$ cat src/rtl/traffic_light_monitor_if.sv
// Light sample and monitor result bundle between a light controller (master)
// and the traffic light monitor (slave).
interface traffic_light_monitor_if;
    logic [2:0] n_lights;
    logic [2:0] s_lights;
    logic [2:0] e_lights;
    logic [2:0] w_lights;
    logic       clr_err;
    logic [2:0] phase;
    logic       phase_valid;
    logic       locked;
    logic       illegal_err;
    logic       seq_err;
    logic       dwell_err;
    logic       cycle_done;
    logic [2:0] err_status;
    logic [7:0] err_cnt;

    modport master (
        output n_lights, s_lights, e_lights, w_lights, clr_err,
        input  phase, phase_valid, locked, illegal_err, seq_err, dwell_err,
               cycle_done, err_status, err_cnt
    );

    modport slave (
        input  n_lights, s_lights, e_lights, w_lights, clr_err,
        output phase, phase_valid, locked, illegal_err, seq_err, dwell_err,
               cycle_done, err_status, err_cnt
    );
endinterface

$ cat src/rtl/traffic_light_monitor.sv
// Watches a four-way traffic light and flags illegal patterns, out-of-order
// phases and wrong dwell times; reports clean full rotations.
module traffic_light_monitor #(
    parameter int GREEN_CYCLES  = 8,
    parameter int YELLOW_CYCLES = 4
) (
    input  logic                   clk,
    input  logic                   rst_a,
    traffic_light_monitor_if.slave bus
);

    typedef enum logic [0:0] {
        SYNC  = 1'b0,
        TRACK = 1'b1
    } state_e;

    localparam logic [4:0] GREEN_DW  = 5'(GREEN_CYCLES);
    localparam logic [4:0] YELLOW_DW = 5'(YELLOW_CYCLES);
    localparam logic [4:0] STUCK_DW  = 5'(2 * GREEN_CYCLES);
    localparam logic [4:0] DWELL_MAX = 5'd31;

    // Returns {legal, phase}; phase is direction*2 plus one for yellow.
    function automatic logic [3:0] decode_sample(input logic [2:0] n, input logic [2:0] s,
                                                 input logic [2:0] e, input logic [2:0] w);
        logic [3:0] red;
        logic [2:0] code;
        logic [1:0] dir;
        logic       hit;
        red  = {w == 3'b100, e == 3'b100, s == 3'b100, n == 3'b100};
        hit  = 1'b1;
        dir  = 2'd0;
        code = n;
        case (red)
            4'b1110: begin dir = 2'd0; code = n; end
            4'b1101: begin dir = 2'd1; code = s; end
            4'b1011: begin dir = 2'd2; code = e; end
            4'b0111: begin dir = 2'd3; code = w; end
            default: hit = 1'b0;
        endcase
        if (code == 3'b001) begin
            return {hit, dir, 1'b0};
        end else if (code == 3'b010) begin
            return {hit, dir, 1'b1};
        end else begin
            return {1'b0, dir, 1'b0};
        end
    endfunction

    state_e     state_q, state_d;
    logic [2:0] phase_q, phase_d;
    logic       phase_valid_q, phase_valid_d;
    logic       locked_q, locked_d;
    logic       illegal_q, illegal_d;
    logic       seq_q, seq_d;
    logic       dwell_err_q, dwell_err_d;
    logic       cycle_done_q, cycle_done_d;
    logic [2:0] err_status_q, err_status_d;
    logic [7:0] err_cnt_q, err_cnt_d;
    logic [4:0] dwell_q, dwell_d;
    logic       checked_q, checked_d;
    logic       clean_q, clean_d;

    logic [3:0] dec_s;
    logic       legal_s;
    logic [2:0] sample_phase_s;
    logic [4:0] dwell_need_s;
    logic       any_err_s;

    // Next-state, phase tracking and error generation.
    always_comb begin
        state_d        = state_q;
        phase_d        = phase_q;
        dwell_d        = dwell_q;
        checked_d      = checked_q;
        clean_d        = clean_q;
        illegal_d      = 1'b0;
        seq_d          = 1'b0;
        dwell_err_d    = 1'b0;
        cycle_done_d   = 1'b0;
        dec_s          = decode_sample(bus.n_lights, bus.s_lights, bus.e_lights, bus.w_lights);
        legal_s        = dec_s[3];
        sample_phase_s = dec_s[2:0];
        phase_valid_d  = legal_s;
        dwell_need_s   = phase_q[0] ? YELLOW_DW : GREEN_DW;

        if (!legal_s) begin
            illegal_d = 1'b1;
            state_d   = SYNC;
            dwell_d   = 5'd0;
            checked_d = 1'b0;
        end else begin
            phase_d = sample_phase_s;
            case (state_q)
                SYNC: begin
                    state_d   = TRACK;
                    dwell_d   = 5'd1;
                    checked_d = 1'b0;
                end
                TRACK: begin
                    if (sample_phase_s == phase_q) begin
                        // Saturation keeps the stuck-light pulse from ever recurring.
                        if (dwell_q != DWELL_MAX) begin
                            dwell_d = dwell_q + 5'd1;
                        end else begin
                            dwell_d = dwell_q;
                        end
                        if (dwell_q != DWELL_MAX && (dwell_q + 5'd1) == STUCK_DW) begin
                            dwell_err_d = 1'b1;
                        end else begin
                            dwell_err_d = 1'b0;
                        end
                    end else if (sample_phase_s == phase_q + 3'd1) begin
                        dwell_d   = 5'd1;
                        checked_d = 1'b1;
                        if (!checked_q) begin
                            dwell_err_d = 1'b0;
                        end else if (dwell_q != dwell_need_s) begin
                            dwell_err_d = 1'b1;
                        end else begin
                            if (phase_q == 3'd0) begin
                                clean_d = 1'b1;
                            end else begin
                                clean_d = clean_q;
                            end
                            if (phase_q == 3'd7 && clean_q) begin
                                cycle_done_d = 1'b1;
                            end else begin
                                cycle_done_d = 1'b0;
                            end
                        end
                    end else begin
                        seq_d     = 1'b1;
                        dwell_d   = 5'd1;
                        checked_d = 1'b0;
                    end
                end
                default: begin
                    state_d = SYNC;
                end
            endcase
        end

        any_err_s = illegal_d | seq_d | dwell_err_d;
        if (any_err_s || state_d == SYNC || state_q == SYNC) begin
            clean_d = 1'b0;
        end else begin
            clean_d = clean_d;
        end

        // A same-cycle error survives clr_err.
        if (bus.clr_err) begin
            err_status_d = {dwell_err_d, seq_d, illegal_d};
        end else begin
            err_status_d = err_status_q | {dwell_err_d, seq_d, illegal_d};
        end

        if (any_err_s && err_cnt_q != 8'd255) begin
            err_cnt_d = err_cnt_q + 8'd1;
        end else begin
            err_cnt_d = err_cnt_q;
        end

        locked_d = (state_d == TRACK);
    end

    // State and output registers.
    always_ff @(posedge clk or posedge rst_a) begin
        if (rst_a) begin
            state_q       <= SYNC;
            phase_q       <= 3'd0;
            phase_valid_q <= 1'b0;
            locked_q      <= 1'b0;
            illegal_q     <= 1'b0;
            seq_q         <= 1'b0;
            dwell_err_q   <= 1'b0;
            cycle_done_q  <= 1'b0;
            err_status_q  <= 3'd0;
            err_cnt_q     <= 8'd0;
            dwell_q       <= 5'd0;
            checked_q     <= 1'b0;
            clean_q       <= 1'b0;
        end else begin
            state_q       <= state_d;
            phase_q       <= phase_d;
            phase_valid_q <= phase_valid_d;
            locked_q      <= locked_d;
            illegal_q     <= illegal_d;
            seq_q         <= seq_d;
            dwell_err_q   <= dwell_err_d;
            cycle_done_q  <= cycle_done_d;
            err_status_q  <= err_status_d;
            err_cnt_q     <= err_cnt_d;
            dwell_q       <= dwell_d;
            checked_q     <= checked_d;
            clean_q       <= clean_d;
        end
    end

    assign bus.phase       = phase_q;
    assign bus.phase_valid = phase_valid_q;
    assign bus.locked      = locked_q;
    assign bus.illegal_err = illegal_q;
    assign bus.seq_err     = seq_q;
    assign bus.dwell_err   = dwell_err_q;
    assign bus.cycle_done  = cycle_done_q;
    assign bus.err_status  = err_status_q;
    assign bus.err_cnt     = err_cnt_q;

endmodule

$ cat src/flat_wrapper.sv
// flat-port wrapper written by rule: the top's interface ports become plain ports
module traffic_light_monitor_flat 
#(
    parameter int GREEN_CYCLES  = 8,
    parameter int YELLOW_CYCLES = 4
)
  (clk, rst_a, bus_n_lights, bus_s_lights, bus_e_lights, bus_w_lights, bus_clr_err, bus_phase, bus_phase_valid, bus_locked, bus_illegal_err, bus_seq_err, bus_dwell_err, bus_cycle_done, bus_err_status, bus_err_cnt);
  traffic_light_monitor_if bus_i ();
  input  logic clk;
  input  logic rst_a;
  input wire logic [$bits(bus_i.n_lights)-1:0] bus_n_lights;
  input wire logic [$bits(bus_i.s_lights)-1:0] bus_s_lights;
  input wire logic [$bits(bus_i.e_lights)-1:0] bus_e_lights;
  input wire logic [$bits(bus_i.w_lights)-1:0] bus_w_lights;
  input wire logic [$bits(bus_i.clr_err)-1:0] bus_clr_err;
  output wire logic [$bits(bus_i.phase)-1:0] bus_phase;
  output wire logic [$bits(bus_i.phase_valid)-1:0] bus_phase_valid;
  output wire logic [$bits(bus_i.locked)-1:0] bus_locked;
  output wire logic [$bits(bus_i.illegal_err)-1:0] bus_illegal_err;
  output wire logic [$bits(bus_i.seq_err)-1:0] bus_seq_err;
  output wire logic [$bits(bus_i.dwell_err)-1:0] bus_dwell_err;
  output wire logic [$bits(bus_i.cycle_done)-1:0] bus_cycle_done;
  output wire logic [$bits(bus_i.err_status)-1:0] bus_err_status;
  output wire logic [$bits(bus_i.err_cnt)-1:0] bus_err_cnt;
  assign bus_i.n_lights = bus_n_lights;
  assign bus_i.s_lights = bus_s_lights;
  assign bus_i.e_lights = bus_e_lights;
  assign bus_i.w_lights = bus_w_lights;
  assign bus_i.clr_err = bus_clr_err;
  assign bus_phase = bus_i.phase;
  assign bus_phase_valid = bus_i.phase_valid;
  assign bus_locked = bus_i.locked;
  assign bus_illegal_err = bus_i.illegal_err;
  assign bus_seq_err = bus_i.seq_err;
  assign bus_dwell_err = bus_i.dwell_err;
  assign bus_cycle_done = bus_i.cycle_done;
  assign bus_err_status = bus_i.err_status;
  assign bus_err_cnt = bus_i.err_cnt;
  traffic_light_monitor #(.GREEN_CYCLES(GREEN_CYCLES), .YELLOW_CYCLES(YELLOW_CYCLES)) u_core (.clk(clk), .rst_a(rst_a), .bus(bus_i));
endmodule
$ cat config.mk
export PLATFORM = sky130hd
export DESIGN_NAME = traffic_light_monitor_flat
export DESIGN_NICKNAME = d
export VERILOG_FILES = /design/src/rtl/traffic_light_monitor_if.sv /design/src/rtl/traffic_light_monitor.sv /design/src/flat_wrapper.sv
export SDC_FILE = /design/constraint.sdc
export NUM_CORES = 1
export LEC_CHECK = 0
export CAP_MARGIN = 20
export CELL_PAD_IN_SITES_DETAIL_PLACEMENT = 2
export CELL_PAD_IN_SITES_GLOBAL_PLACEMENT = 2
export CORE_MARGIN = 8
export CORE_UTILIZATION = 34
export DETAILED_ROUTE_END_ITERATION = 8
export PLACE_DENSITY = 0.8
export SETUP_SLACK_MARGIN = 0.5
export SLEW_MARGIN = 5
export SYNTH_ARGS = -nofsm -noshare
export SYNTH_HDL_FRONTEND = slang
export SYNTH_SLANG_ARGS = --single-unit
$ cat constraint.sdc
create_clock -name clk -period 6.7 [get_ports clk]
set_input_delay 2.01 -clock clk [delete_from_list [all_inputs] [get_ports clk]]
set_output_delay 2.01 -clock clk [all_outputs]
set_load 0.05 [all_outputs]
# --- Word-level counts from Yosys, hierarchy flattened ---
# Cells that the tools add are included.
totals:
  output_inout_bits: 20
  in_bits: 15
  word_cells: 97
  reg_bits: 27
classes:
  n_mux: 43
  n_eq_ne: 21
  reduce_logical: 13
  bitwise: 5
  add_sub_neg: 3
ops:
  columns: ["operator", "count"]
  rows:
  - ["1-bit 2-to-1 mux", 32]
  - ["3-bit == test (second input constant)", 5]
  - ["5-bit 2-to-1 mux", 3]
  - ["4-bit == test (second input constant)", 3]
  - ["4-bit 2-to-1 mux", 3]
  - ["5-bit case mux with 2 select lines", 1]
  - ["2-bit nonzero test", 5]
  - ["3-bit case mux with 3 select lines", 1]
  - ["8-bit by 1-bit adder with 8-bit output (second input constant)", 1]
  - ["8-bit inequality test (second input constant)", 1]
  - ["7-bit AND reduction", 1]
  - ["3-bit == test", 2]
  - ["2-bit case mux with 3 select lines", 1]
  - ["5-bit by 1-bit adder with 5-bit output (second input constant)", 1]
  - ["5-bit == test (second input constant)", 1]
  - ["5-bit inequality test", 1]
  - ["5-bit inequality test (second input constant)", 1]
  - ["4-bit by 3-bit == test with 1-bit output (second input constant)", 1]
  - ["2-bit inequality test (second input constant)", 2]
  - ["4-bit inequality test (second input constant)", 1]
  - ["4-bit OR reduction", 1]
  - ["3-bit by 1-bit adder with 3-bit output (second input constant)", 1]
  - ["3-bit by 1-bit == test with 1-bit output (second input constant)", 1]
  - ["3-bit by 2-bit == test with 1-bit output (second input constant)", 1]
  - ["9 further kinds", 14]

# --- Logic depth before layout (Yosys ltp) ---
# Gate-level depths: netlist (run 1).
depth:
  ltp_word: 17
  mapped_depth: 10

# --- Worst setup path before layout (run 1) ---
# OpenSTA, ideal clock, no wires.
synth_path:
  path_type: "in2reg"
  from: "input port bus_e_lights[0]"
  to: "register u_core.err_cnt_q[1] (netlist: u_core.bus.err_cnt[1])"
  path_stages: 9
  path_slack_ns: 2.395
  arrival_ns: 4.180
  cell_sequence: "or3b_1 -> buf_6 -> a21oi_2 -> a221oi_1 -> a311o_2 -> a31oi_2 -> o221ai_4 -> a31oi_2 -> mux2_4"
synth_between:
  elab_chain_len: 14
synth_lines:
  columns: ["item", "line", "source"]
  rows:
  - ["from (decl)", "flat_wrapper.sv:13", "input wire logic [$bits(bus_i.e_lights)-1:0] bus_e_lights;"]
  - ["3-bit == test", "traffic_light_monitor.sv:29", "red = {w == 3'b100, e == 3'b100, s == 3'b100, n == 3'b100};"]
  - ["4-bit by 3-bit == test with 1-bit output / 4-bit == test (equally long branches)", "traffic_light_monitor.sv:33", "case (red)"]
  - ["3-bit case mux with 3 select lines", "traffic_light_monitor.sv:33", null]
  - ["3-bit by 2-bit == test with 1-bit output", "traffic_light_monitor.sv:42", "end else if (code == 3'b010) begin"]
  - ["4-bit 2-to-1 mux", "traffic_light_monitor.sv:42", null]
  - ["4-bit 2-to-1 mux (*)", "traffic_light_monitor.sv:40", "if (code == 3'b001) begin"]
  - ["3-bit == test", "traffic_light_monitor.sv:112", "end else if (sample_phase_s == phase_q + 3'd1) begin"]
  - ["1-bit 2-to-1 mux", "traffic_light_monitor.sv:112", null]
  - ["1-bit 2-to-1 mux", "traffic_light_monitor.sv:100", "if (sample_phase_s == phase_q) begin"]
  - ["1-bit 2-to-1 mux", "traffic_light_monitor.sv:93", "case (state_q)"]
  - ["1-bit 2-to-1 mux", "traffic_light_monitor.sv:86", "if (!legal_s) begin"]
  - ["1-bit bitwise OR", "traffic_light_monitor.sv:143", "any_err_s = illegal_d | seq_d | dwell_err_d;"]
  - ["1-bit bitwise OR (*)", "traffic_light_monitor.sv:143", null]
  - ["1-bit logical AND (*)", "traffic_light_monitor.sv:157", "if (any_err_s && err_cnt_q != 8'd255) begin"]
  - ["to (signal assigned)", "traffic_light_monitor.sv:192", "err_cnt_q <= err_cnt_d;"]
  - ["to (decl)", "traffic_light_monitor.sv:58", "logic [7:0] err_cnt_q, err_cnt_d;"]
# Mark *: on every way between the ends. The rest lies on a longest branch, timed or not.
# A chain may end at the register's enable or synchronous reset.

# --- Worst setup path in the final report (run 1) ---
layout_path:
  from: "input port bus_e_lights[1]"
  to: "register u_core.err_cnt_q[2] (netlist: u_core.bus.err_cnt[2])"
# Same word-level chain as after synthesis.

==> summary.md, run 1 <==
| Metric | Value |
|---|---|
| Per-cell routed wire length | 18.46 um |
| Vias per inst | 5.461 |
| Final Critical Period | 4962 ps |
| DP Worst Slack | 1466 ps |
| Outcome | completed |
| Max_slew headroom | 64.55% |
| Fin worst setup slack | 1738 ps |
| Largest net degree at the start of global routing | 27 |
| IO Port Bufs | 34 |
| Max VDD drop | 0.0001288 V |
| Internal Power | 0.0003446 W |
| H-tree levels | 1 |
| Arrival @ worst endpoint | 5120 ps |
| Setup violators final | 0 |
| IO Pins | 35 |
| Worst setup SP type | input pin |
| Fmax | 201.5 MHz |
| Worst setup EP type | register |
| DR pass1 iterations | 4 |
| Final Hold Fails | 0 |
| First-pass GRT wire length | 9487 um |
| Measured slew at the worst slew-check pin | 524.7 ps |
| Number of flops mapped to enable cells by yosys | 0 |
| Setup Total Neg Slack | 0 ps |
| CTS Hold Bufs | 0 |
| Syn nets | 222 |
| Slew Limit Fails | 0 |
| Fillers | 574 |
| Post-place instance area | 2238 sq um |
| Max clock buf depth | 2 |
| Initial Utilization | 34.36% |
| Drt drc | 0 |
| Seq/Total Area, Yosys | 35.25% |
| Finished Cell Area | 2337 sq um |
| Utilization after layout | 43.51% |
| Vias in the first global route | 1,839 |
| Synth Warn # | 0 |
| Final period util | 74.06% |
| Core ar. | 5371 sq um |
| Hpwl dp | 4378 um |
| Post-Route WL | 5613 um |
| DIE WIDTH | 89.68 um |
| Placer Congestion | 0.8075 |
| Cts repair resizes | 0 |
| Detailed router's first-iteration violation count | 53 |
| Die area | 8042 sq um |
| Leak Pwr | 0.9315 nW |
| Post-synthesis register bit count | 26 |
| Layout cell share with drive strength beyond 1 | 11.21% |
| Syn Inst Count | 199 |
| CTS root buffer | clkbuf_8 |
| Final net count | 256 |
| Clock sinks | 26 |
| Crit path kind | input pin to register |
| Via Count | 1,660 |
| Unrepaired setup endpoints after global routing | no |
| Sw Share | 39.09% |
| Antenna-violating nets left | 0 |
| Clock Latency Late Sink | 280 ps |
| Worst Hold Class | register to register |
| Syn-to-layout area delta | 26.64% |
| Critical path required time | 6860 ps |
| Multi-input gate area | 1109 sq um |
| Number of setup buffers added after CTS | 0 |
| Ys flop type | dfrtp_1 |
| Worst-path clk slew | 100 ps |
| Clock power share | 23.4% |
| Die Ht | 89.68 um |
| CTS buffer count | 3 |
| Grt ovf | 0 |
| Post-Syn Area | 1846 sq um |
| N_diodes | 0 |
| TritonCTS clock tree | yes |
| Sequential power share | 37.6% |
| Sw Pwr | 0.0002211 W |
| Initial antenna violation count | 0 |
| Library cells used by synthesis | 54 |
| Asr flop ratio synth | 100.0% |
| Max FO, Critical Path | 11 |
| Clk_skew | 5.830 ps |
| GRT Total Usage | 15.11% |
| Power per cell area | 242.1 nW/um^2 |
| Max Cap Viol | 0 |
| Syn_area_per_cell | 9.274 sq um |
| Register Area | 650.6 sq um |
| Logic pwr share | 39.0% |
| Cell Rows | 27 |
==> power groups by stage <==
stage / registers, W / logic (W) / clock network [W]
after floorplan: 0.000290 / 0.0000621 / 0
after global placement: 0.000215 / 0.000217 / 0
after detailed placement: 0.000216 / 0.000221 / 0
after CTS: 0.000213 / 0.000222 / 0.000137
after global routing: 0.000218 / 0.000235 / 0.000143
final: 0.000213 / 0.000220 / 0.000132
==> metrics by stage <==
stage	instances	total power [W]	hold slack [ps]
5_1_grt	304	0.0005955	569.5
3_3_place_gp	299	0.0004318	511.0
6_report	304	0.0005657	527.4
2_1_floorplan	199	0.0003519	485.4
3_5_place_dp	299	0.0004365	511.5
4_1_cts	303	0.0005718	527.0
==> state kept, by name, summed over array words and instances (netlist names) <==
name	flops
u_core.bus.err_cnt	8
u_core.dwell_q	5
u_core.bus.err_status	3
u_core.bus.phase	3
u_core.bus.cycle_done	1
u_core.bus.dwell_err	1
u_core.bus.illegal_err	1
u_core.bus.phase_valid	1
u_core.bus.seq_err	1
u_core.checked_q	1
u_core.clean_q	1
==> Yosys cell counts (3+ instances only) <==
cell type / n / area (sq um)
ha_1: 8 / 100.1
nand3_1: 11 / 55.05
clkbuf_1: 3 / 11.26
o21ai_0: 8 / 40.04
and3_1: 5 / 31.28
xor2_1: 5 / 43.79
nor2_1: 16 / 60.06
nor3_1: 7 / 35.03
inv_1: 13 / 48.80
xnor2_1: 3 / 26.28
nor2b_1: 5 / 31.28
nor3b_2: 3 / 37.54
nand2_1: 13 / 48.80
a31oi_1: 7 / 43.79
or3b_1: 3 / 26.28
dfrtp_1: 26 / 650.6
mux2_1: 5 / 56.30
a21oi_1: 10 / 50.05
a31oi_2: 3 / 37.54
==> layer usage <==
metal | global-route usage (%) | wire, um | vias up
li1 | - | - | 801
met1 | 19.00 | 2591 | 832
met2 | 27.01 | 2843 | 23
met3 | 2.093 | 143 | 4
met4 | 2.266 | 35 | 0
met5 | 0 | 0 | -
==> worst paths after layout <==
check,end,start,slack [ps],depth (start not counted)
setup / recovery,u_core.bus.err_cnt[2],bus_e_lights[1],1740,9
hold / removal,u_core.bus.cycle_done,u_core.clean_q,530,2
hold reg to reg,u_core.bus.cycle_done,u_core.clean_q,530,2
setup reg to reg,u_core.bus.err_cnt[2],u_core.dwell_q[0],3680,8
min in group asynchronous,u_core.bus.seq_err,rst_a,2010,2
max in group asynchronous,u_core.bus.phase[0],rst_a,4260,3
==> cell usage in the layout (no fill, tap or decap), types with 7 or more instances in the layout <==
master,n
clkdlybuf4s50_1,34
dfrtp_1,26
nor2_1,16
nand2_1,13
inv_1,13
nand3_1,11
a21oi_1,10
o21ai_0,8
ha_1,8
nor3_1,7
a31oi_1,7
==> critical path: stages <==
cell             delay (ps)
clkdlybuf4s50_1         510
or3b_1                  610
mux2_2                  350
o32ai_1                 210
a31o_2                  280
a31o_2                  220
nand4_2                 260
a31oi_2                 310
mux2_1                  350
==> cells by family after synthesis <==
kind of cell	after synthesis	share of synthesized area, %
AOI/OAI and AO/OA	52	21.29
xor gates and xnor gates	8	3.797
adders and majority gates	8	5.424
buffers and inverters	19	4.678
DFF	26	35.25
muxes	9	5.559
and+or+nand+nor	77	24.00
==> final cells by class <==
cell class	instances	share of cell area, %
Timing Repair Buffer	35	15.74
Multi-Input combinational cell	154	47.43
Inverter	13	2.088
Clock buffer	3	1.767
Sequential cell	26	27.84
Clock inverter	1	1.285
Tap cell	72	3.854
(Power assumes the default switching activity.)
==> run 2: changes to the inputs <==
--- a/config.mk
+++ b/config.mk
@@ -9,9 +9,9 @@
 export CELL_PAD_IN_SITES_DETAIL_PLACEMENT = 2
 export CELL_PAD_IN_SITES_GLOBAL_PLACEMENT = 2
 export CORE_MARGIN = 8
-export CORE_UTILIZATION = 34
+export CORE_UTILIZATION = 32
 export DETAILED_ROUTE_END_ITERATION = 8
-export PLACE_DENSITY = 0.8
+export PLACE_DENSITY = 0.76
 export SETUP_SLACK_MARGIN = 0.5
 export SLEW_MARGIN = 5
 export SYNTH_ARGS = -nofsm -noshare
==> constraint.sdc (replaced) <==
create_clock -name clk -period 4.9 [get_ports clk]
set_input_delay 1.47 -clock clk [delete_from_list [all_inputs] [get_ports clk]]
set_output_delay 1.47 -clock clk [all_outputs]
set_load 0.05 [all_outputs]
==> run 2 against run 1 <==
Cell area up 1.1%. Setup slack got worse by 1100 ps. Sequential share of layout area down 0.29 points. Global-route usage is 1.6 points lower. Sequential power is 36% higher. Wire length increased by 0.52%. First-iteration DRC count fell by 42%. Core utilization is 0.87 points lower. Register-to-register slack lost 1900 ps. Die area is 5.1% higher. Clock skew is 5.7 ps higher. Critical path type unchanged. Critical endpoint unchanged. Largest power group unchanged.
==> summary.md, run 2 (synthesized netlist as in run 1, its figures left out) <==
| Metric | Value |
|---|---|
| Hpwl dp | 4388 um (+0.21%) |
| Worst Hold Endpoint | u_core.bus.err_status[1] |
| Power per cell area | 327.3 nW/um^2 (+35%) |
| Max clock buf depth | 2 (unchanged) |
| Setup violators final | 0 (unchanged) |
| Commonest non-fill, non-tap cells in the layout | clkdlybuf4s50_1, dfrtp_1, nor2_1, nand2_1, inv_1 |
| Antenna-violating nets left | 0 (unchanged) |
| Final Hold Fails | 0 (unchanged) |
| Cell Rows | 27 (unchanged) |
| Hold Path Cell Cnt | 2 (unchanged) |
| Core ar. | 5540 sq um (+3.1%) |
| R2R setup slack | 1800 ps (-1880 ps) |
| Fillers | 619 (+7.8%) |
| Max FO, Critical Path | 8 (-3) |
| M1 WL | 2618 um (+1.0%) |
| CTS buffer count | 3 (unchanged) |
| Setup Total Neg Slack | 0 ps (unchanged) |
| HP Start | u_core.bus.err_status[1] |
| Die Ht | 91.94 um (+2.5%) |
| Arrival @ worst endpoint | 4440 ps (-680 ps) |
| Syn-to-layout area delta | 28.00% |
| Worst-path clk slew | 100 ps (about the same) |
| Placer Congestion | 0.7922 (-1.9%) |
| Most common cell after layout, fill and taps aside | clkdlybuf4s50_1 |
| Via Count | 1,675 (+0.90%) |
| Vias per inst | 5.456 (about the same) |
| CTS root buffer | clkbuf_8 |
| GRT Total Usage | 13.48% (-1.6 points) |
| Max VDD drop | 0.0002120 V (+65%) |
| Fmax | 233.5 MHz |
| Measured slew at the worst slew-check pin | 611.0 ps (+86.31 ps) |
| Worst Hold Class | register to register |
| Clock Latency Late Sink | 280 ps (about the same) |
| DIE WIDTH | 91.94 um (+2.5%) |
| Worst flop-to-flop path endpoint | u_core.bus.err_cnt[2] |
| Largest net degree at the start of global routing | 27 (unchanged) |
| Multi-input gate area | 1111 sq um (+0.23%) |
| Initial antenna violation count | 0 (unchanged) |
| Finished Cell Area | 2362 sq um (+1.1%) |
| WL met2 | 2737 um (-3.7%) |
| Vias in the first global route | 1,767 (-3.9%) |
| First-pass GRT wire length | 9308 um (-1.9%) |
| Crit path kind | input pin to register |
| Layout cell share with drive strength beyond 1 | 12.77% (+1.6 points) |
| RR Startpoint | u_core.dwell_q[0] |
| Grt ovf | 0 (unchanged) |
| Post-Route WL | 5642 um (+0.52%) |
| Worst setup SP type | input pin |
| Fin Hold WS | 524.7 ps (-2.761 ps) |
| Max Cap Viol | 0 (unchanged) |
| Critical path required time | 5050 ps (-1810 ps) |
| IO Port Bufs | 34 (unchanged) |
| Detailed router's first-iteration violation count | 31 (-42%) |
| Worst setup EP type | register |
| H-tree levels | 1 (unchanged) |
| CTS Hold Bufs | 0 (unchanged) |
| TritonCTS clock tree | yes |
| Per-cell routed wire length | 18.38 um (-0.47%) |
| Clk_skew | 11.48 ps (+5.651 ps) |
| Register Area | 650.6 sq um (unchanged) |
| Post-place instance area | 2261 sq um (+1.0%) |
| DR pass1 iterations | 4 (unchanged) |
| Max_slew headroom | 58.71% (-5.8 points) |
| Final period util | 87.41% |
| N_diodes | 0 (unchanged) |
| Max layer used | met4 |
| Final net count | 259 (+1.2%) |
| WL met3 | 207 um (+45%) |
| Clock sinks | 26 (unchanged) |
| Die area | 8453 sq um (+5.1%) |
| Max reg flops | 8 (unchanged) |
| Unrepaired setup endpoints after global routing | no |
| R2r worst-path depth | 8 (unchanged) |
| Final Critical Period | 4283 ps |
| Outcome | completed |
| Slew Limit Fails | 0 (unchanged) |
| Drt drc | 0 (unchanged) |
| IO Pins | 35 (unchanged) |
| Leak Pwr | 0.9481 nW (+1.8%) |
| Initial Utilization | 33.31% (-1.0 points) |
==> run 2: cell count changes in the layout (fill, tap and decap cells not counted), sizes merged <==
cell  previous run  this run
buf              1         4
==> run 2: critical path: stages <==
cell,delay [ps]
clkdlybuf4s50_1,550
or3b_1,520
a21oi_2,190
a221oi_1,90
a311o_2,450
nand4_1,220
nand4_2,280
a31oi_2,320
mux2_1,350
==> run 2: worst max-delay path by stage <==
stage / start / endpoint / cells past startpoint
final: bus_w_lights[2] / u_core.bus.err_cnt[2] / 9
after global routing: bus_w_lights[2] / u_core.bus.err_cnt[7] / 9
after CTS: bus_e_lights[2] / u_core.bus.err_cnt[2] / 9
after detailed placement: bus_e_lights[2] / u_core.bus.err_cnt[3] / 9
after global placement: bus_e_lights[2] / u_core.bus.err_cnt[2] / 9
after floorplan: bus_e_lights[0] / u_core.bus.err_cnt[1] / 9
==> run 2: timing repair <==
item | CTS | global route
setup buffers | 0 | 0
setup endpoints to repair | 0 | 4
gates resized for setup | 0 | 1
==> run 2: layer usage <==
| metal | GRT usage, % | vias up |
|---|---|---|
| li1 | - | 805 |
| met4 | 3.758 | 0 |
| met1 | 17.10 | 837 |
| met2 | 22.53 | 25 |
| met3 | 2.771 | 8 |
| met5 | 0 | - |
==> run 2: final cells by class <==
class	instances	share of cell area, %
Sequential cell	26	27.54
Multi-Input combinational cell	154	47.03
Clock inverter	1	1.271
Inverter	13	2.066
Timing Repair Buffer	38	16.53
Tap cell	72	3.814
Clock buffer	3	1.748
==> run 2: metrics by stage <==
stage	instances	worst slack [ps]	utilization [%]	total power (W)
after global routing	307	504.5	42.64	0.0008124
after global placement	302	366.0	40.81	0.0005918
after CTS	306	606.1	42.10	0.0007826
final	307	616.9	42.64	0.0007732
after detailed placement	302	302.4	40.81	0.0005966
after floorplan	199	1135	-	0.0004812
==> run 2: power by group <==
part	switching, W	leakage [nW]	internal [W]
Sequential	0.0000431	0.336	0.000247
Clock	0.0000698	0.0357	0.000109
Combinational	0.000188	0.576	0.000116
Total	0.000300	0.948	0.000473
==> run 3: changes to the inputs <==
--- a/config.mk
+++ b/config.mk
@@ -5,14 +5,16 @@
 export SDC_FILE = /design/constraint.sdc
 export NUM_CORES = 1
 export LEC_CHECK = 0
+export ABC_AREA = 1
 export CAP_MARGIN = 20
 export CELL_PAD_IN_SITES_DETAIL_PLACEMENT = 2
 export CELL_PAD_IN_SITES_GLOBAL_PLACEMENT = 2
 export CORE_MARGIN = 8
-export CORE_UTILIZATION = 32
+export CORE_UTILIZATION = 30
 export DETAILED_ROUTE_END_ITERATION = 8
-export PLACE_DENSITY = 0.76
+export PLACE_DENSITY = 0.75
 export SETUP_SLACK_MARGIN = 0.5
+export SKIP_CTS_REPAIR_TIMING = 1
 export SLEW_MARGIN = 5
 export SYNTH_ARGS = -nofsm -noshare
 export SYNTH_HDL_FRONTEND = slang
==> run 3 against run 2 <==
Register-to-register slack improved by 550 ps. Sequential cell count did not move. Critical path type unchanged. Via count rose by 4.5%. Setup slack improved by 460 ps. Area after synthesis rose by 2.7%.
==> summary.md, run 3 <==
| Metric | Value |
|---|---|
| Clock sinks | 26 (unchanged) |
| Antenna-violating nets left | 0 (unchanged) |
| CP delay by family, top | simple AND/OR/NAND/NOR gates |
| Worst-path clk slew | 100 ps (about the same) |
| Outcome | completed |
| Sequential power share | 36.0% (-1.5 points) |
| Max_slew headroom | 46.79% (-12 points) |
| Measured slew at the worst slew-check pin | 778.1 ps (+167.1 ps) |
| Clk_skew | 4.533 ps (-6.948 ps) |
| Max VDD drop | 0.0002194 V (+3.5%) |
| Worst Hold Endpoint | u_core.bus.err_status[2] |
| Final period util | 78.06% (-9.4 points) |
| Max reg flops | 8 (unchanged) |
| TritonCTS clock tree | yes |
| Buffers & Inverters on Critical Path | 1 (unchanged) |
| Final Critical Period | 3825 ps (-458.4 ps) |
| CTS root buffer | clkbuf_8 |
| Core ar. | 6241 sq um (+13%) |
| Logic pwr share | 41.1% (+1.8 points) |
| Post-Syn Area | 1896 sq um (+2.7%) |
| Via Count | 1,751 (+4.5%) |
| Seq/Total Area, Yosys | 34.32% (-0.93 points) |
| Yosys top cell area share | 34.32% (-0.93 points) |
| DIE WIDTH | 95.49 um (+3.9%) |
| H-tree levels | 1 (unchanged) |
| Synth area leaders | dfrtp_1, nand2_1, nand3_1, nor2_1, ha_1 |
| Sw Share | 40.27% (+1.4 points) |
| Vias per inst | 4.905 (-10%) |
| Initial Utilization | 30.37% (-2.9 points) |
| Clock power share | 22.9% (-0.3 points) |
| Final net count | 304 (+17%) |
| Setup Total Neg Slack | 0 ps (unchanged) |
| Hold Path Cell Cnt | 2 (unchanged) |
| Most common cell after layout, fill and taps aside | nand2_1 |
| Syn_area_per_cell | 7.833 sq um (-16%) |
| Post-place instance area | 2325 sq um (+2.8%) |
| Leading cell type by number of instances after synthesis | nand2_1 |
| Ys flop type | dfrtp_1 |
| Die area | 9118 sq um (+7.9%) |
| Clock Latency Late Sink | 280 ps (about the same) |
| Worst flop-to-flop path endpoint | u_core.bus.err_cnt[7] |
| IO Pins | 35 (unchanged) |
| Synth area leader | dfrtp_1 |
| IO Port Bufs | 34 (unchanged) |
| Syn-to-layout area delta | 27.85% |
| Synth Warn # | 0 (unchanged) |
| Worst setup EP type | register |
| Number of flops mapped to enable cells by yosys | 0 (unchanged) |
| Hpwl dp | 4569 um (+4.1%) |
| Fillers | 730 (+18%) |
| Grt ovf | 0 (unchanged) |
| Per-cell routed wire length | 15.80 um (-14%) |
| Cell Rows | 29 (+7.4%) |
| Fmax | 261.5 MHz (+12%) |
| Post-synthesis register bit count | 26 (unchanged) |
| N_diodes | 0 (unchanged) |
| Setup violators final | 0 (unchanged) |
| Placer Congestion | 0.7919 (about the same) |
| Syn nets | 265 (+19%) |
| RR Startpoint | u_core.dwell_q[0] |
| DR pass1 iterations | 3 (-1) |
| Drt drc | 0 (unchanged) |
| Final Hold Fails | 0 (unchanged) |
| Unrepaired setup endpoints after global routing | no |
| GRT Total Usage | 13.52% (+0.043 points) |
| Register Area | 650.6 sq um (unchanged) |
| Critical path cell sequence | clkdlybuf4s50_1 -> nand2_1 -> nor2_2 -> nor2_2 -> nand2_2 -> nand2_4 -> nor2_4 -> nand2_1 -> nand2_2 -> nand2_1 -> nand2_2 -> nand2_1 -> nor2_1 -> nand3_2 -> nor2_1 -> nor2_1 -> nand3_1 -> nor2_1 |
| Utilization after layout | 38.83% (-3.8 points) |
| Max Cap Viol | 0 (unchanged) |
| Leak Pwr | 1.142 nW (+20%) |
| Initial antenna violation count | 0 (unchanged) |
| Post-Route WL | 5639 um (about the same) |
| Critical path required time | 5070 ps (+20 ps) |
| Worst Hold Class | register to register |
| Power per cell area | 329.5 nW/um^2 (+0.68%) |
| Arrival @ worst endpoint | 4000 ps (-440 ps) |
| Sw Pwr | 0.0003216 W (+7.1%) |
| Slew Limit Fails | 0 (unchanged) |
| Internal Power | 0.0004770 W (+0.89%) |
| Commonest non-fill, non-tap cells in the layout | nand2_1, clkdlybuf4s50_1, nand3_1, nor2_1, dfrtp_1 |
| HP Start | u_core.bus.err_status[2] |
| Commonest cells in the netlist | nand2_1, nand3_1, nor2_1 |
| Largest net degree at the start of global routing | 27 (unchanged) |
| Slowest cell on the critical path | clkdlybuf4s50_1 |
| Detailed router's first-iteration violation count | 26 (-16%) |
| Vias in the first global route | 2,021 (+14%) |
| Crit path largest cell delay | 530 ps (-20 ps) |
| Max clock buf depth | 2 (unchanged) |
| Asr flop ratio synth | 100.0% (unchanged) |
| First-pass GRT wire length | 9867 um (+6.0%) |
| Syn Inst Count | 242 (+22%) |
| R2R setup slack | 2350 ps (+550 ps) |
| Total chip power | 0.0007986 W (+3.3%) |
| Die Ht | 95.49 um (+3.9%) |
| Fin Hold WS | 530.4 ps (+5.746 ps) |
| R2r worst-path depth | 13 (+5) |
| Max FO, Critical Path | 7 (-1) |
| Multi-input gate area | 1132 sq um (+1.9%) |
| CTS buffer count | 3 (unchanged) |
| Finished Cell Area | 2424 sq um (+2.6%) |
| Library cells used by synthesis | 29 (-46%) |
| Worst setup SP type | input pin |
| Layout cell share with drive strength beyond 1 | 14.64% (+1.9 points) |
| Crit path kind | input pin to register |
==> run 3: routing by layer <==
metal	track usage (%)	vias to the layer above	part of all wire [%]
met5	0	-	0
met4	3.585	0	0.99
met3	1.969	5	3.7
met2	22.67	28	46
met1	17.70	857	50
li1	-	861	-
==> run 3: cells by family after synthesis <==
family	Yosys count	synth area share (%)
simple gates	146	42.57
buf+inv	29	5.941
fa+ha+maj	8	5.281
compound gates	22	6.799
flops	26	34.32
xor+xnor	11	5.083
==> run 3: power groups by stage <==
stage	clock network, W	logic [W]	registers [W]
2_1_floorplan	0	0.000120	0.000387
3_3_place_gp	0	0.000325	0.000293
3_5_place_dp	0	0.000329	0.000293
4_1_cts	0.000192	0.000331	0.000289
5_1_grt	0.000197	0.000355	0.000297
6_report	0.000183	0.000328	0.000288
==> run 3: final cells by class <==
type / count / share of cell area, %
flip-flops and latches: 26 / 26.85
multi-input cells: 187 / 46.72
clock buffers: 3 / 1.704
clock inverters: 1 / 1.239
inverters: 28 / 4.337
well taps: 77 / 3.975
repair buffers: 35 / 15.18
==> run 3: worst max path at each step <==
stage                          from               endpoint  slack (ps)  depth (start not counted)
floorplan           bus_e_lights[0]  u_core.bus.err_cnt[3]        1660                         18
global placement    bus_n_lights[0]         u_core.clean_q         810                         17
detailed placement  bus_s_lights[2]         u_core.clean_q         740                         18
CTS                 bus_s_lights[2]         u_core.clean_q        1030                         18
global route        bus_n_lights[1]         u_core.clean_q         740                         17
finish              bus_s_lights[2]         u_core.clean_q        1080                         18
==> run 3: worst register-to-register path: cells and delay by family, from the launching register on <==
family	cells	cell delay, ps
AO/OA/AOI/OAI	2	260
adder cells (fa/ha/maj)	2	480
buffers and inverters	1	90
flip-flops	1	450
AND/OR/NAND/NOR	8	1170
==> run 3: through the flow <==
stage | worst slack [ps] | cells
3_3_place_gp | 805.1 | 352
2_1_floorplan | 1660 | 242
4_1_cts | 1033 | 356
3_5_place_dp | 742.8 | 352
5_1_grt | 737.4 | 357
6_report | 1075 | 357
==> RTL edit 1: new RTL, config.mk and constraints of run 3 <==
The localparam `DWELL_MAX` goes from 5'd31 to 5'd23.
--- a/src/rtl/traffic_light_monitor.sv
+++ b/src/rtl/traffic_light_monitor.sv
@@ -17,7 +17,7 @@
     localparam logic [4:0] GREEN_DW  = 5'(GREEN_CYCLES);
     localparam logic [4:0] YELLOW_DW = 5'(YELLOW_CYCLES);
     localparam logic [4:0] STUCK_DW  = 5'(2 * GREEN_CYCLES);
-    localparam logic [4:0] DWELL_MAX = 5'd31;
+    localparam logic [4:0] DWELL_MAX = 5'd23;
 
     // Returns {legal, phase}; phase is direction*2 plus one for yellow.
     function automatic logic [3:0] decode_sample(input logic [2:0] n, input logic [2:0] s,
Behaviour: no difference found for any inputs over 10 cycles, from zero or initial values and one cycle with rst_a high; that may be too few to reach the edited logic, so the function may still have changed.
==> RTL edit 1 against run 3 <==
Total power rose by 1.3%; count of clock-buffer cells in the layout did not move; routed wire length fell by 6.1%; cell area rose by 0.26%; worst setup slack improved by 0.15 ns; first-iteration DRC count rose by 27%; sequential cell count did not move; utilization rose by 0.10 points; synthesized area rose by 0.73%; largest cell class unchanged; largest power group unchanged; highest routed layer unchanged.
==> RTL edit 1: results (changes against run 3) <==
status:
  status: "completed"
drt:
  routedLengthMet1_um: 2320  # -17%
  route.met3.wl_um: 143  # -31%
  viasPerCell: 4.81  # -1.9%
  drt_pass1_iterations: 4  # +1
  met2RoutedLength_um: 2790  # +7.9%
  drt_iter0_markers: 33  # +27%
logic_synthesis:
  synth_commonest_cells: "nand2_1 (47), inv_1 (38), nand3_1 (31)"
  synth_area_leaders: "dfrtp_1 (34%), nand2_1 (9.2%), nand3_1 (8.1%)"
  synth_sequential_area_ratio_pct: 34.1  # -0.25 points
  postSynthCellCount: 250  # +3.3%
  yosys.cell_types.count: 31  # +6.9%
  syn_area_per_cell_sq_um: 7.64  # -2.5%
place:
  dp_hpwl_um: 4370  # -4.2%
  placedInstanceArea_sq_um: 2330  # +0.27%
  place_congestion: 0.776  # -2.0%
  dp_worst_setup_slack_ns: 0.892  # +0.149 ns
global_routing:
  grt_util_all_layers_pct: 12.4  # -1.2 points
  first_pass_grt_wire_length_um: 9110  # -7.6%
  grt.met1_usage_pct: 14.3  # -3.4 points
  met3_usage_pct: 2.11  # +0.14 points
cells_and_area:
  num-fill-cells: 750  # +2.7%
  multi_input_cells: 181  # -3.2%
  inverters_excl_clock: 41  # +46%
  multi_input_gate_area_sq_um: 1090  # -3.8%
  fin_nets: 310  # +2.0%
  layout_cell_share_with_drive_strength_beyond_1_pct: 15.0  # +0.34 points
  final_cells: 364  # +2.0%
power:
  leakage_uw: 0.00117  # +2.5%
  sequentialPowerShare_pct: 35.9  # about the same
  irDropWorstVdd_v: 0.000207  # -5.5%
  pwr_density_cell_nw_per_um2: 333  # +1.0%
worst_setup_path:
  worst-endpoint-arrival_ns: 3.84  # -0.16 ns
  crit_path_max_incr_delay_ns: 0.45  # -0.08 ns
  cp_max_fo: 8  # +1
sta:
  final.setup_skew_ns: 0.00478  # +0.000247 ns
  tightest_slew_ns: 0.516  # -0.262 ns
-- RTL edit 1: worst paths after layout --
| path | from | end | slack, ns | cells past startpoint |
|---|---|---|---|---|
| worst max-delay path | bus_w_lights[1] | u_core.bus.err_cnt[3] | 1.23 | 15 |
| max in group asynchronous | rst_a | u_core.bus.err_cnt[6] | 3.07 | 3 |
| worst min-delay path | u_core.bus.err_status[1] | u_core.bus.err_status[1] | 0.54 | 2 |
| min in group asynchronous | rst_a | u_core.bus.dwell_err | 1.43 | 2 |
| worst min register to register | u_core.bus.err_status[1] | u_core.bus.err_status[1] | 0.54 | 2 |
| worst max register to register | u_core.dwell_q[0] | u_core.bus.err_cnt[3] | 2.66 | 13 |
-- RTL edit 1: kinds of logic (layout without fill, tap and decap cells) --
kind of cell               Yosys count  in the layout  synth area share, %
DFF                                 26             26                 34.1
xor gates and xnor gates            12             12                 5.50
adders and majority gates            7              7                 4.59
AOI/OAI and AO/OA                   17             17                 6.36
and+or+nand+nor                    145            145                 40.6
buffers and inverters               43             80                 8.85
==> RTL edit 2: new RTL, flow settings as in run 3 <==
Without the edit above. Reset style: synchronous (`rst_a`), changed in one clocked block.
--- a/src/rtl/traffic_light_monitor.sv
+++ b/src/rtl/traffic_light_monitor.sv
@@ -164,7 +164,7 @@
     end
 
     // State and output registers.
-    always_ff @(posedge clk or posedge rst_a) begin
+    always_ff @(posedge clk) begin
         if (rst_a) begin
             state_q       <= SYNC;
             phase_q       <= 3'd0;
Check against the original RTL: differs if rst_a is asserted again (counterexample within 4 cycles, from zero or initial values and one cycle with rst_a high); with rst_a held inactive, the same outputs for 10 cycles.
==> RTL edit 2 against run 3 <==
Worst setup slack improved by 0.13 ns; cell count decreased by 5.3%; synthesized area shrank 11%; cell area shrank 10%; sequential cell count is the same; non-clock buffer count decreased by 1; routed wire length fell by 12%; die area down 8.8%; maximum frequency rose by 3.6%; register-to-register slack is essentially flat; critical endpoint is now u_core.bus.err_cnt[7]; largest cell class unchanged; highest routed layer unchanged.
Power is not compared: it rests on default switching activity, and its combinational part moved more than twofold at a synthesized area within 25%.
==> RTL edit 2: results (changes against run 3) <==
status:
  status: "completed"
logic_synthesis:
  synth_sequential_area_ratio_pct: 30.7  # -3.6 points
  area_share_of_xor_xnor_cells_in_the_synthesized_design_pct: 5.68  # +0.60 points
  synth_compound_gate_area_share_pct: 8.93  # +2.1 points
  synth_adder_area_share_pct: 5.90  # +0.62 points
  yosys.cell_types.count: 31  # +6.9%
  ffs_w_async_s_r_synth_pct: 0  # -100 points
  post-synth-top-area-fraction_pct: 30.7  # -3.6 points
  synth_fp_nets: 254  # -4.2%
  synth_area_leaders: "dfxtp_1 (31%), nand2_1 (8.2%), nand3_1 (8.0%)"
  synth_commonest_cells: "nand2_1 (37), nand3_1 (27), dfxtp_1 (26)"
  postSynth.topFlopCell: "dfxtp_1"
sta:
  final.setup_skew_ns: 0.0106  # +0.00611 ns
  final_period_util_pct: 75.3  # -2.7 points
  max_slew_margin_pct: 62.9  # +16 points
global_routing:
  met3_usage_pct: 2.55  # +0.58 points
  first_pass_grt_wire_length_um: 8670  # -12%
  grt.met1_usage_pct: 15.5  # -2.2 points
  grt_max_degree: 16  # -41%
  groute.layer.met2.usage_pct: 20.8  # -1.9 points
  grt_util_all_layers_pct: 12.3  # -1.2 points
drt:
  met2RoutedLength_um: 2430  # -5.7%
  routed_wirelength_um: 4940  # -12%
  vias: 1637  # -6.5%
  drt_iter0_markers: 22  # -15%
  drt_pass1_iterations: 4  # +1
place:
  dp_worst_setup_slack_ns: 0.916  # +0.174 ns
  placed_cells_incl_taps: 334  # -5.1%
  dp_hpwl_um: 3980  # -13%
  placedInstanceArea_sq_um: 2100  # -9.5%
worst_setup_path:
  worst-endpoint-arrival_ns: 3.83  # -0.17 ns
  critical_path.reg2reg.endpoint: "u_core.bus.err_cnt[7]"
  timing.critical_path.from: "bus_n_lights[0]"
  worst_r2r_startpoint: "u_core.dwell_q[0]"
  cp_max_fo: 12  # +5
  number_of_cells_on_the_worst_reg_to_reg_path: 16  # +3
hold_path:
  worstHoldStart: "u_core.bus.err_status[2]"
power:
  irDropWorstVdd_v: 0.000143
RTL edit 2: changes by cell type after synthesis, sizes merged, moves of 2 or more:
cell	before	now
nand2	58	53
xnor2	2	4
a21oi	4	14
xor2	9	7
nor4	0	2
dfrtp	26	0
dfxtp	0	26
a31oi	2	0
nor2	43	32
nand3	37	31
RTL edit 2: critical path, stage by stage:
cell	delay (ns)
clkdlybuf4s50_1	0.45
nor2_2	0.16
nand2_2	0.12
nor2_8	0.19
nand2_2	0.11
nand3_2	0.08
nor2_1	0.06
nor2_4	0.13
nand2_2	0.10
nand2_4	0.08
nand2_2	0.05
nand2_2	0.11
nand3_1	0.10
nand2_1	0.08
inv_2	0.05
nand2_4	0.13
nand2_1	0.19
nand2_1	0.11
a21oi_1	0.06
RTL edit 2: report_power, final:
group          leakage [uW]  internal [uW]  switching, uW  total (uW)
Clock             0.0000357            109           74.5         184
Sequential         0.000211            214           3.51         218
Combinational      0.000682           24.6           36.5        61.1
RTL edit 2: final cells by class:
cell class,count,area (sq um)
fill,671,3300
multi-input combinational,173,1040
sequential,26,520
timing repair buffer,34,340
inverter,29,109
tap,72,90.1
clock buffer,3,41.3
clock inverter,1,30.0
RTL edit 2: worst min-delay path by stage:
| stage | depth (start not counted) | endpoint | slack, ns |
|---|---|---|---|
| 6_report | 2 | u_core.bus.err_status[2] | 0.47 |
| 5_1_grt | 2 | u_core.bus.err_status[0] | 0.51 |
| 4_1_cts | 2 | u_core.bus.err_status[1] | 0.48 |
| 3_5_place_dp | 2 | u_core.bus.err_status[1] | 0.45 |
| 3_3_place_gp | 2 | u_core.bus.err_status[0] | 0.44 |
| 2_1_floorplan | 2 | u_core.bus.cycle_done | 0.45 |
